--- config.mk ---
export PLATFORM = sky130hd
export DESIGN_NAME = pipelined_floating_point_multiplier
export DESIGN_NICKNAME = d
export VERILOG_FILES = /design/src/rtl/fp_pkg.sv /design/src/rtl/fp_round_normalise.sv /design/src/rtl/pipelined_floating_point_multiplier.sv
export SDC_FILE = /design/constraint.sdc
export NUM_CORES = 2
export LEC_CHECK = 0
export ABC_AREA = 0
export BUFFER_PORTS_ARGS = -buffer_cell sky130_fd_sc_hd__buf_2
export CAP_MARGIN = 20
export CORE_MARGIN = 2
export CORE_UTILIZATION = 56
export CTS_BUF_LIST = sky130_fd_sc_hd__clkbuf_8
export CTS_CLUSTER_DIAMETER = 80
export DETAILED_ROUTE_END_ITERATION = 12
export PLACE_DENSITY = 0.78
export SYNTH_ARGS = -nofsm -noshare
export SYNTH_HDL_FRONTEND = slang
export SYNTH_SLANG_ARGS = --single-unit
--- constraint.sdc ---
create_clock -name clk -period 7.31 [get_ports clk]
set_input_delay 0.3655 -clock clk [delete_from_list [all_inputs] [get_ports clk]]
set_output_delay 0.3655 -clock clk [all_outputs]
set_load 0.005 [all_outputs]
--- src/rtl/fp_pkg.sv ---
// fp_pkg: shared float field helpers, bias, quiet-NaN constructor and round-mode enum
package fp_pkg;
    typedef enum logic {RTZ = 1'b0, RNE = 1'b1} round_mode_e;
    function automatic int exp_bias(int ew);
        return (1 << (ew - 1)) - 1;
    endfunction
    function automatic logic [63:0] exp_ones(int ew, int mw);
        return ((64'd1 << ew) - 64'd1) << mw;
    endfunction
    // E4M3 has no infinity encoding to dodge, so its NaN takes the whole mantissa
    function automatic logic [63:0] quiet_nan(int ew, int mw);
        return (64'd1 << (ew + mw)) | exp_ones(ew, mw) |
               ((ew == 4 && mw == 3) ? ((64'd1 << mw) - 64'd1) : (64'd1 << (mw - 1)));
    endfunction
endpackage

--- src/rtl/fp_round_normalise.sv ---
// fp_round_normalise: normalises the significand product, rounds RTZ/RNE and flags exponent range errors
module fp_round_normalise #(
    parameter int EW = 8,
    parameter int MW = 23
) (
    input  logic [2*MW+1:0]      prod,
    input  logic signed [EW+1:0] exp_in,
    input  logic                 rne,
    output logic [EW-1:0]        exp_out,
    output logic [MW-1:0]        mant,
    output logic                 overflow,
    output logic                 underflow
);
    logic [2*MW:0] norm;
    logic guard, sticky, inc;
    logic [MW:0] rounded;
    logic signed [EW+1:0] exp_f;
    always_comb begin
        norm = prod[2*MW+1] ? prod[2*MW:0] : {prod[2*MW-1:0], 1'b0};
        guard = norm[MW];
        sticky = |norm[MW-1:0];
        inc = rne && guard && (sticky || norm[MW+1]);
        rounded = {1'b0, norm[2*MW:MW+1]} + {{MW{1'b0}}, inc};
        exp_f = exp_in + {{(EW+1){1'b0}}, prod[2*MW+1]} + {{(EW+1){1'b0}}, rounded[MW]};
        exp_out = exp_f[EW-1:0];
        mant = rounded[MW-1:0];
        overflow = !exp_f[EW+1] && (exp_f[EW:0] >= {1'b0, {EW{1'b1}}});
        underflow = exp_f[EW+1] || (exp_f == '0);
    end
endmodule

--- src/rtl/pipelined_floating_point_multiplier.sv ---
// pipelined_floating_point_multiplier: three-stage valid/ready float multiplier with DAZ, RTZ/RNE rounding and sticky flags
module pipelined_floating_point_multiplier
    import fp_pkg::*;
#(
    parameter int EXPONENT_WIDTH = 8,
    parameter int MANTISSA_WIDTH = 23,
    parameter bit IGNORE_SIGN_BIT_FOR_NAN = 1'b1
) (
    input  logic                                    clk,
    input  logic                                    rst_n,
    input  logic                                    in_valid,
    output logic                                    in_ready,
    input  logic [EXPONENT_WIDTH+MANTISSA_WIDTH:0]  a,
    input  logic [EXPONENT_WIDTH+MANTISSA_WIDTH:0]  b,
    input  logic                                    round_mode,
    output logic                                    out_valid,
    input  logic                                    out_ready,
    output logic [EXPONENT_WIDTH+MANTISSA_WIDTH:0]  out,
    output logic                                    underflow_flag,
    output logic                                    overflow_flag,
    output logic                                    invalid_operation_flag,
    input  logic                                    clear_flags,
    output logic                                    sticky_underflow,
    output logic                                    sticky_overflow,
    output logic                                    sticky_invalid
);
    localparam int EW = EXPONENT_WIDTH;
    localparam int MW = MANTISSA_WIDTH;
    localparam int W = EW + MW + 1;
    localparam int SW = MW + 1;
    localparam int XW = EW + 2;
    localparam logic [W-1:0] QNAN = W'(quiet_nan(EW, MW));
    localparam logic signed [XW-1:0] BIAS = XW'(exp_bias(EW));

    logic en, hs;
    logic [EW-1:0] ea, eb, exp_r;
    logic [MW-1:0] fa, fb, mant_r;
    logic nan_a, nan_b, snan_a, snan_b, inf_a, inf_b, zero_a, zero_b, zero_inf;
    logic v1, v2, s1, s2, nan1, nan2, inv1, inv2, inf1, inf2, zero1, zero2;
    round_mode_e rm1, rm2;
    logic signed [XW-1:0] exp1, exp2;
    logic [SW-1:0] ma1, mb1;
    logic [2*SW-1:0] prod2;
    logic ovf, unf, spec, of_c, uf_c;
    logic [W-1:0] res;

    assign en = !out_valid || out_ready;
    assign in_ready = en;
    assign hs = out_valid && out_ready;

    assign ea = a[W-2:MW];
    assign eb = b[W-2:MW];
    assign fa = a[MW-1:0];
    assign fb = b[MW-1:0];
    assign nan_a = &ea && |fa && (IGNORE_SIGN_BIT_FOR_NAN || a[W-1]);
    assign nan_b = &eb && |fb && (IGNORE_SIGN_BIT_FOR_NAN || b[W-1]);
    assign snan_a = nan_a && !fa[MW-1];
    assign snan_b = nan_b && !fb[MW-1];
    assign inf_a = &ea && !nan_a;
    assign inf_b = &eb && !nan_b;
    // subnormals collapse into zero here (DAZ)
    assign zero_a = ~|ea;
    assign zero_b = ~|eb;
    assign zero_inf = (zero_a && inf_b) || (inf_a && zero_b);

    always_ff @(posedge clk) begin
        if (en) begin
            s1 <= a[W-1] ^ b[W-1];
            rm1 <= round_mode_e'(round_mode);
            nan1 <= nan_a || nan_b || zero_inf;
            inv1 <= snan_a || snan_b || zero_inf;
            inf1 <= inf_a || inf_b;
            zero1 <= zero_a || zero_b;
            exp1 <= $signed({2'b00, ea}) + $signed({2'b00, eb}) - BIAS;
            ma1 <= {1'b1, fa};
            mb1 <= {1'b1, fb};
            s2 <= s1;
            rm2 <= rm1;
            nan2 <= nan1;
            inv2 <= inv1;
            inf2 <= inf1;
            zero2 <= zero1;
            exp2 <= exp1;
            prod2 <= (2*SW)'(ma1) * (2*SW)'(mb1);
        end
    end

    fp_round_normalise #(.EW(EW), .MW(MW)) u_round (
        .prod(prod2),
        .exp_in(exp2),
        .rne(rm2 == RNE),
        .exp_out(exp_r),
        .mant(mant_r),
        .overflow(ovf),
        .underflow(unf)
    );

    assign spec = nan2 || inf2 || zero2;
    assign of_c = ovf && !spec;
    assign uf_c = unf && !spec;
    assign res = nan2 ? QNAN :
                 (inf2 || of_c) ? {s2, {EW{1'b1}}, {MW{1'b0}}} :
                 (zero2 || uf_c) ? {s2, {(W-1){1'b0}}} :
                 {s2, exp_r, mant_r};

    always_ff @(posedge clk or negedge rst_n) begin
        if (!rst_n) begin
            v1 <= 1'b0;
            v2 <= 1'b0;
            out_valid <= 1'b0;
            out <= '0;
            underflow_flag <= 1'b0;
            overflow_flag <= 1'b0;
            invalid_operation_flag <= 1'b0;
            sticky_underflow <= 1'b0;
            sticky_overflow <= 1'b0;
            sticky_invalid <= 1'b0;
        end else begin
            if (en) begin
                v1 <= in_valid;
                v2 <= v1;
                out_valid <= v2;
                out <= res;
                underflow_flag <= v2 && uf_c;
                overflow_flag <= v2 && of_c;
                invalid_operation_flag <= v2 && inv2;
            end
            sticky_underflow <= (sticky_underflow && !clear_flags) || (hs && underflow_flag);
            sticky_overflow <= (sticky_overflow && !clear_flags) || (hs && overflow_flag);
            sticky_invalid <= (sticky_invalid && !clear_flags) || (hs && invalid_operation_flag);
        end
    end
endmodule

# [Word level (Yosys, flattened, before mapping)]
# Cells that the tools add are included.
# W data, S select, Z words.
[op_classes] multipliers=1 bitwise=1 n_eq_ne=0 div=0 addsub=5 n_lt_le_gt_ge=1 n_mux=4 shifts=0 n_reduce_logical=58
[ops] op="$reduce_or A23 Y1" n=3
[ops] op="$mux W31" n=2
[ops] op="$mul A24 B24 Y48" n=1
[ops] op="$mux W47" n=1
[ops] op="$mux W32" n=1
[ops] op="$add A23 B1 Y24" n=1
[ops] op="$logic_and A1 B1 Y1" n=23
[ops] op="$add A10 B1 Y10" n=2
[ops] op="$logic_or A1 B1 Y1" n=17
[ops] op="$reduce_and A8 Y1" n=2
[ops] op="$reduce_or A8 Y1" n=2
[ops] op="$logic_not A1 Y1" n=10
[ops] op="$logic_not A10 Y1" n=1
[ops] op="$sub A9 B7 Y10 const B" n=1
[ops] op="$add A8 B8 Y9" n=1
[ops] op="$ge A9 B8 Y1 const B" n=1
[ops] op="$xor A1 B1 Y1" n=1
[word_totals] mem_count=0 mem_bits_rw=0 latchBits=0 out_inout_bits=40 ff_bits=167 in_bits=70 elab_cells=97 romBits=0

# [Longest topological paths before layout]
[logic_depth] word_depth=13 mapped_depth=27 depth_no_buf=25

# [Cells and area by module]
# A second synthesis with hierarchy kept.
[hier_totals] cells_unflattened=2686 area_unflattened_um2=26004.9
[modules_own_cells] mod="pipelined_floating_point_multiplier" instances=1 cells_each=2502 seq_area_each_um2=4809.6 area_per_inst_um2=24698.7
[modules_own_cells] mod="fp_round_normalise" instances=1 cells_each=184 seq_area_each_um2=0.0 area_per_inst_um2=1306.3

# [Least setup slack after synthesis]
# No wires, ideal clock.
[synth_timing] kind="register to register" startpoint="register mb1[9]" endpoint="register prod2[46] (data pin)" path_slack_ns=0.353 required_ns=7.120 period_less_slack_ns=6.957 arrival_ns=6.767 n_path_buf=2 setup_ns=0.190 stages_incl_launch_ff=24 path_cell_list="edfxtp_1 clkbuf_1 clkbuf_1 nand2_1 fa_1 fa_1 inv_1 fa_1 fa_1 fa_1 fa_1 inv_1 fa_1 inv_1 ha_1 a21o_1 a21o_1 a21o_1 or3_1 a211oi_2 o31ai_2 a31o_4 mux2i_1 a2111oi_2"
[synth_via] elab_chain_len=1
[synth_rtl] element="from (decl)" line_no="pipelined_floating_point_multiplier.sv:42" rtl="logic [SW-1:0] ma1, mb1;"
[synth_rtl] element="from (signal assigned)" line_no="pipelined_floating_point_multiplier.sv:76" rtl="mb1 <= {1'b1, fb};"
[synth_rtl] element="$mul A24 B24 Y48" line_no="pipelined_floating_point_multiplier.sv:84" rtl="prod2 <= (2*SW)'(ma1) * (2*SW)'(mb1);"
[synth_rtl] element="to (signal assigned)" line_no="pipelined_floating_point_multiplier.sv:84"
[synth_rtl] element="to (decl)" line_no="pipelined_floating_point_multiplier.sv:43" rtl="logic [2*SW-1:0] prod2;"
# No other way between the ends.
# A chain may end at the register's enable or synchronous reset.

# [Worst setup path in the final report]
[layout_timing] startpoint="register mb1[2]" endpoint="register prod2[46] (data pin)"
# The elaborated chain is that of the path after synthesis.

==> flow_summary.yaml <==
sta:
  fmax_mhz: 139
  skew_ns: 0.0252
  setup_viol: 0
  timing_hold_violations_final: 0
  fin_crit_sh_pct: 98.1
  slew_violations: 0
  grt_setup_unrepaired: "true"
  worstMarginPinSlew_ns: 0.989
  min_period_ns: 7.17
  maxSlewHeadroom_pct: 34.0
  hold_slack_ns: 0.0468
yosys:
  synthArstFlopShare_pct: 24.6
  syn_nets: 3456
  synthCells: 2712
  ys.flop_type: "edfxtp_1"
  synth_edf_count: 126
  synth-seq-cells: 167
  synth.distinct_cells: 80
  avgSynthCellArea_um2: 9.68
  ys_seq_area_share_pct: 18.3
  ys_warn_count: 0
  syn-cell-area_um2: 26300
critical_path:
  cp_max_fo: 6
  worst_path_most_repeated_cell: "fa_1"
  crit_arrival_ns: 7.50
  r2r_start: "mb1[2]"
  crit_path_top_delay_cell: "fa_1"
  worstSetupStartpointType: "flip-flop"
  reg2reg_slack_ns: 0.14
  cp-startpoint: "mb1[2]"
  slowest_delay_ns: 0.60
  r2r-end: "prod2[46]"
  required_ns: 7.64
  worst-path-stages: 22
  crit_family: "adder cells"
  crit_type: "reg -> reg"
  reg2regPathDepth: 22
  path_cells: "buf_2 > and2_1 > fa_1 > fa_1 > inv_1 > fa_1 > fa_1 > inv_1 > fa_1 > fa_1 > inv_1 > fa_1 > inv_1 > ha_1 > a21oi_1 > o21ai_0 > or3_1 > a211oi_4 > o31ai_2 > a31o_4 > mux2i_1 > a2111oi_2"
  endpoint: "prod2[46]"
  critPathBufInv: 5
  endpoint_kind: "flip-flop"
die:
  initial_core_util_pct: 56.5
  dieHeight_um: 221
  core-area_um2: 46500
  rows: 79
  pin_count: 110
  dieArea_um2: 48600
  fp.dieW_um: 221
placement:
  hpwl_um: 58400
  gp_congestion: 0.980
  io_buffers: 109
  placed_cell_area_um2: 28000
cts:
  cts_num_sinks: 167
  clk_latency_ns: 0.51
  cts_buffers: 17
  htree_levels: 4
  cts_max_path_buffers: 2
  cts_root_buf: "clkbuf_8"
  clkTransAtPathRegs_ns: 0.13
  cts_tree: "done"
final_layout:
  syn2layout_area_growth_pct: 10.2
  final_util_pct: 62.3
  n_fill_cell: 3759
  final_common_cell: "inv_1"
  final_area_um2: 28900
  layout-drive-gt1-share_pct: 12.3
  final_cell_mix: "inv_1, fa_1, nand2_1"
  insertedDiodeCount: 0
  seqCellArea_um2: 4810
  finalNetCount: 3629
  multi_input_area_um2: 18700
routing:
  detail-route-antenna-nets: 0
  drtIter0Drc: 1693
  num_vias: 19500
  avgViaCountPerCell: 5.56
  routed_wl_um: 70800
  drc: 0
  wire_per_inst_um: 20.2
  first_pass_iters: 7
grt:
  track_usage_pct: 30.0
  grt_max_degree: 76
  grt_remaining_overflow: 0
  grt_pass1_wl_um: 110000
  antenna_found_initial: 2
  grt_pass1_vias: 20600
flow_run:
  max_cap_violations: 0
min_path:
  hold_path.class: "in -> reg"
  hold_start: "b[21]"
outcome:
  outcome: "finished clean"
what timing repair did:
action | in CTS | in global routing
buffers inserted | 0 | 48
setup endpoints to repair | 0 | 12
gates resized for setup | 0 | 23
endpoints found under the hold margin | 25 | 0
hold buffers | 1 | 0
sequential cells by signal (all words and copies together), names as in the netlist, 10 cells and up:
register  count
exp1         10
exp2         10
ma1          23
mb1          23
out          32
prod2        48
per-layer routing:
layer	routed length, µm	global-route usage, %
met1	28200	40.7
met2	34000	49.8
met3	6510	5.36
met4	2090	8.69
met5	0	0
per-stage QoR:
step	setup WS [ns]	cells	setup TNS, ns
floorplan	0.353	2712	0
global placement	0.106	3424	0
detailed placement	0.0667	3424	0
CTS	0.00861	3457	0
global route	-0.0674	3505	-0.115
finish	0.137	3505	0
worst min-delay path by stage:
stage | endpoint | depth (start not counted)
final | mb1[21] | 1
after global placement | exp2[2] | 0
after global routing | mb1[21] | 1
after floorplan | invalid_operation_flag | 0
after detailed placement | exp2[3] | 0
after CTS | mb1[21] | 1
Yosys cell counts, types with 10 or more instances:
cell type	number	area [µm²]
clkbuf_1	104	390
a22o_1	22	193
nor2_1	88	330
a21o_1	25	188
fa_1	484	9690
a21oi_1	58	290
and2_1	242	1510
ha_1	190	2380
xnor2_1	53	464
nor2b_1	15	93.8
inv_1	602	2260
nor3_1	13	65.1
dfrtp_1	41	1030
edfxtp_1	126	3780
nand3_1	31	155
nor4_1	22	138
mux2i_1	11	110
xor2_1	34	298
and3_1	10	62.6
nand4_1	18	113
nand2_1	344	1290
o21ai_0	36	180
cell families (layout without fill, tap and decap cells):
| kind of cell | after synthesis | after routing | synth area share [%] |
|---|---|---|---|
| xor gates and xnor gates | 87 | 87 | 2.90 |
| DFF | 167 | 167 | 18.3 |
| buffers and inverters | 725 | 911 | 10.6 |
| AOI/OAI and AO/OA | 222 | 222 | 6.09 |
| and+or+nand+nor | 824 | 824 | 15.7 |
| muxes | 13 | 13 | 0.515 |
| adders and majority gates | 674 | 674 | 45.9 |
cell type report:
cell class,instances,share of cell area [%]
clock buffer,17,0.808
inverter,606,7.89
timing repair buffer,273,6.65
multi-input combinational,1820,64.7
tap,607,2.62
sequential,167,16.6
clock inverter,15,0.683
Power is left out: the tool's default activity adds up to more than one toggle a clock period on the data nets, which glitch-free logic cannot reach.
